**src/rtl/gf2_pkg.sv**
```systemverilog
// Shared definitions for the GF(2) polynomial reducer: default sizing, FSM states
// and reference polynomials used by benches.
package gf2_pkg;

    localparam int unsigned GF2_W    = 32;
    localparam int unsigned GF2_STEP = 1;

    typedef enum logic [1:0] {
        IDLE = 2'd0,
        RUN  = 2'd1,
        DONE = 2'd2
    } state_e;

    // Low coefficients of x^128 + x^7 + x^2 + x + 1 and the IEEE 802.3 CRC-32 generator.
    localparam logic [127:0] GCM_POLY_LO = 128'h87;
    localparam logic [31:0]  CRC32_POLY  = 32'h04C1_1DB7;

endpackage

```
**src/rtl/gf2_div_step.sv**
```systemverilog
// Combinational slice of STEP chained MSB-first long-division steps by M = x^W + P.
module gf2_div_step #(
    parameter int unsigned W    = 32,
    parameter int unsigned STEP = 1
) (
    input  logic [2*W-1:0]  r_i,
    input  logic [W-1:0]    p_i,
    output logic [2*W-1:0]  r_o,
    output logic [STEP-1:0] q_o
);

    logic [2*W-1:0] chain [STEP+1];

    assign chain[0] = r_i;

    // The first step's quotient bit lands highest so the shifted Q keeps MSB-first order.
    for (genvar k = 0; k < STEP; k++) begin : g_step
        logic t;
        assign t            = chain[k][2*W-1];
        assign chain[k+1]   = (chain[k] << 1) ^ (t ? {p_i, {W{1'b0}}} : '0);
        assign q_o[STEP-1-k] = t;
    end

    assign r_o = chain[STEP];

endmodule

```
**src/rtl/gf2_poly_reduce.sv**
```systemverilog
// Sequential carry-less divider: returns dividend div/mod (x^W + P), STEP quotient
// bits per clock, with valid/ready handshakes on input and output.
module gf2_poly_reduce
    import gf2_pkg::*;
#(
    parameter int unsigned W    = GF2_W,
    parameter int unsigned STEP = GF2_STEP
) (
    input  logic           clk,
    input  logic           rst_n,
    input  logic           in_valid,
    output logic           in_ready,
    input  logic [2*W-1:0] dividend,
    input  logic [W-1:0]   modulus,
    output logic           out_valid,
    input  logic           out_ready,
    output logic [W-1:0]   quotient,
    output logic [W-1:0]   remainder
);

    localparam int unsigned CW = $clog2(W + 1);

    state_e            state_q, state_d;
    logic [2*W-1:0]    r_q, r_d, r_step;
    logic [W-1:0]      p_q, p_d;
    logic [W-1:0]      q_q, q_d;
    logic [CW-1:0]     cnt_q, cnt_d;
    logic [STEP-1:0]   q_step;
    logic [W+STEP-1:0] q_ext;

    gf2_div_step #(
        .W    (W),
        .STEP (STEP)
    ) u_step (
        .r_i (r_q),
        .p_i (p_q),
        .r_o (r_step),
        .q_o (q_step)
    );

    // Concatenate then truncate so STEP == W needs no special-case slice.
    assign q_ext = {q_q, q_step};

    always_comb begin
        state_d   = state_q;
        r_d       = r_q;
        p_d       = p_q;
        q_d       = q_q;
        cnt_d     = cnt_q;
        in_ready  = 1'b0;
        out_valid = 1'b0;
        case (state_q)
            IDLE: begin
                in_ready = 1'b1;
                if (in_valid) begin
                    r_d     = dividend;
                    p_d     = modulus;
                    q_d     = '0;
                    cnt_d   = '0;
                    state_d = RUN;
                end
            end
            RUN: begin
                if (cnt_q == CW'(W)) begin
                    state_d = DONE;
                end else begin
                    r_d   = r_step;
                    q_d   = q_ext[W-1:0];
                    cnt_d = cnt_q + CW'(STEP);
                end
            end
            DONE: begin
                out_valid = 1'b1;
                if (out_ready) state_d = IDLE;
            end
            default: state_d = IDLE;
        endcase
    end

    always_ff @(posedge clk or negedge rst_n) begin
        if (!rst_n) begin
            state_q <= IDLE;
            r_q     <= '0;
            p_q     <= '0;
            q_q     <= '0;
            cnt_q   <= '0;
        end else begin
            state_q <= state_d;
            r_q     <= r_d;
            p_q     <= p_d;
            q_q     <= q_d;
            cnt_q   <= cnt_d;
        end
    end

    assign quotient  = q_q;
    assign remainder = r_q[2*W-1:W];

endmodule
```
**config.mk**
```make
export PLATFORM = sky130hd
export DESIGN_NAME = gf2_poly_reduce
export DESIGN_NICKNAME = d
export VERILOG_FILES = /design/src/rtl/gf2_pkg.sv /design/src/rtl/gf2_div_step.sv /design/src/rtl/gf2_poly_reduce.sv
export SDC_FILE = /design/constraint.sdc
export NUM_CORES = 1
export LEC_CHECK = 0
export CORE_ASPECT_RATIO = 2
export CORE_MARGIN = 5
export CORE_UTILIZATION = 55
export CTS_BUF_LIST = sky130_fd_sc_hd__clkbuf_8
export DETAILED_ROUTE_END_ITERATION = 6
export PLACE_DENSITY = 0.92
export REMOVE_ABC_BUFFERS = 1
export SLEW_MARGIN = 5
export SYNTH_ARGS = -nofsm -noshare
export SYNTH_HDL_FRONTEND = slang
export SYNTH_SLANG_ARGS = --single-unit
```
**constraint.sdc**
```tcl
create_clock -name clk -period 2.78 [get_ports clk]
set_clock_uncertainty 0.05 [all_clocks]
set_input_delay 0.556 -clock clk [delete_from_list [all_inputs] [get_ports clk]]
set_output_delay 0.556 -clock clk [all_outputs]
set_load 0.05 [all_outputs]
```
==> flow_summary.ini <==
[routing]
antenna_left = 0
viasPerCell = 5.68
wirelength_mm = 16.8
wl_per_cell_um = 18.5
firstDrtPassIters = 4
routed-via-count = 5160
drt_iter0_markers = 260
drc_errors = 0

[clocking]
clock-root-buffer = clkbuf_8
clock_sinks = 136
clock_tree.buffer_depth = 2
clk_pin_slew_ns = 0.08
insertion_delay_ns = 0.43
cts_tree = done
cts_buffers = 17
htreeDepth = 4
cts_setup_buffers = 0
cts_resized = 0

[pwr]
total_power_uw = 11400
power_density_nw_per_um2 = 1350
ir_drop_uv = 832
leakage_uw = 0.00396

[yosys]
syn_area_um2 = 6520
synth_top_area_cell = dfrtp_1
yosysWarnings = 0
synth_top_area_share_pct = 52.2
postSynthCellCount = 629
synthArstFlopShare_pct = 100
synth-main-ff-cell = dfrtp_1
synth_enable_flop_cells = 0
synth_area_leaders = dfrtp_1 52%, nand2_1 9.3%, mux2_4 6.2%
synth_seq_cells = 136
synth_area_per_cell_um2 = 10.4
yosysSeqAreaShare_pct = 52.2
synthDistinctLibCells = 33

[placed_design]
gp_congestion = 0.849
dp_hpwl_mm = 11.7
numPortBuffers = 165

[layout]
layout-drive-gt1-share_pct = 11.0
diodes = 0
register_area_um2 = 3400
multi_input_area_um2 = 2670
area_growth_pct = 29.5
fillers = 792
nets = 852

[grt]
grt_use_total_pct = 24.2
gr-total-overflow = 0
grt_pass1_vias = 5554
grt_max_degree = 68
antenna_found_initial = 0
grt_pass1_wl_mm = 26.9

[floorplanning]
ios = 166
design.die.area_um2 = 14300
initial_core_util_pct = 55.7
fp.dieW_um = 87.0
rows = 56
core_um2 = 11700
die_h_um = 164

[job]
drv_cap = 0

[timing]
worst_pin_slew_ns = 0.846
max_slew_margin_pct = 43.6
finalSetupTns_ns = 0
rsz0062_at_grt = false
final_max_slew_viol_count = 0
min_period_ns = 2.55
final_hold_viol_count = 0
min_period_over_period_pct = 91.6
fmaxAchievable_mhz = 393
finalSetupViolCount = 0

[setup_path]
critPathLaunchType = flip-flop
cp.buffers_inverters = 1
path_delay_family = buffers and inverters
crit_chain = nor2_1, clkdlybuf4s50_1
worst_ep_arrival_time_ns = 1.94
path_class = flip-flop to output pin
slowest_stage = clkdlybuf4s50_1
cp.required_ns = 2.17
end_kind = output pin
critical-path-max-stage-delay_ns = 0.85
path_max_fanout = 4

[min_path]
min_path_type = flip-flop to flip-flop

[outcome]
status = completed
## power breakdown
| part | switching, µW | internal, µW |
|---|---|---|
| combinational | 3440 | 2490 |
| sequential | 796 | 2920 |
| clock | 837 | 872 |
| total | 5070 | 6280 |
## cells in the mapped netlist (2+ instances only)
library cell	count
nand2_1	161
dfrtp_1	136
o21ai_0	65
nand3_1	36
a22o_1	34
xor2_1	33
buf_4	32
mux2i_1	31
mux2_4	27
clkbuf_1	24
buf_2	10
buf_1	5
buf_6	4
mux2_2	4
and3_1	3
inv_1	3
a211o_1	2
a21oi_1	2
ha_1	2
nor2b_1	2
## tightest hold or removal path: cells and delay by family, from the launching register on
| family | cells | cell delay, ns |
|---|---|---|
| AND/OR/NAND/NOR | 2 | 0.11 |
| flip-flops | 1 | 0.35 |
## layout make-up
| cell class | count | share of cell area, % |
|---|---|---|
| inverters | 4 | 0.208 |
| well taps | 145 | 2.15 |
| repair buffers | 177 | 20.8 |
| multi-input cells | 414 | 31.6 |
| clock buffers | 19 | 3.10 |
| clock inverters | 13 | 1.84 |
| flip-flops and latches | 136 | 40.3 |
## path summary, 6_finish.rpt
kind                               end  slack (ns)        from  cells after the start
max                           in_ready        0.23  state_q[1]                      2
min                            p_q[30]        0.43     p_q[30]                      2
max reg2reg                    r_q[33]        0.79    cnt_q[0]                      6
min reg2reg                    p_q[30]        0.43     p_q[30]                      2
max in group asynchronous      r_q[31]        1.34       rst_n                      3
min in group asynchronous  quotient[3]        0.59       rst_n                      2
## metal layers
layer	GRT usage, %	wire length, µm
met1	26.0	5880
met2	43.0	9370
met3	4.77	772
met4	14.1	767
met5	0	0
## cell families (layout without fill, tap and decap cells)
group | Yosys count | in the layout | synth area share, %
buf+inv | 79 | 213 | 7.08
fa+ha+maj | 2 | 2 | 0.384
xor+xnor | 33 | 33 | 4.43
mux | 62 | 62 | 11.7
simple gates | 209 | 209 | 13.4
compound gates | 108 | 108 | 10.8
flops | 136 | 136 | 52.2
## cells in the final DEF, fill, tap and decap left out, types with 11 or more instances in the layout
master and n:
dfrtp_1 136, mux2i_1 31, clkbuf_8 19, o21ai_0 65, nand3_1 36, xor2_1 33, nand2_1 160, clkdlybuf4s50_1 163
mux2_4 27, a22o_1 34, buf_4 11
## state kept, by name, indices dropped and copies added (netlist names)
signal	flops
cnt_q	6
r_q	64
state_q	2
quotient	32
p_q	32
## per-stage QoR
stage	cells	setup slack [ns]	hold slack (ns)	utilization (%)	cell area [µm²]
5_1_grt	908	0.114	0.456	72.1	8440
6_report	908	0.233	0.432	72.1	8440
3_3_place_gp	875	0.453	0.407	68.5	8010
4_1_cts	908	0.198	0.433	72.1	8440
3_5_place_dp	875	0.411	0.412	68.5	8010
2_1_floorplan	554	-0.806	0.210	-	6070
## timing repair
item,4_1_cts,5_1_grt
hold endpoints to repair,6,0
setup endpoints to repair,0,0
hold buffers,1,0
Note: power is estimated with default switching activity, not from simulation.
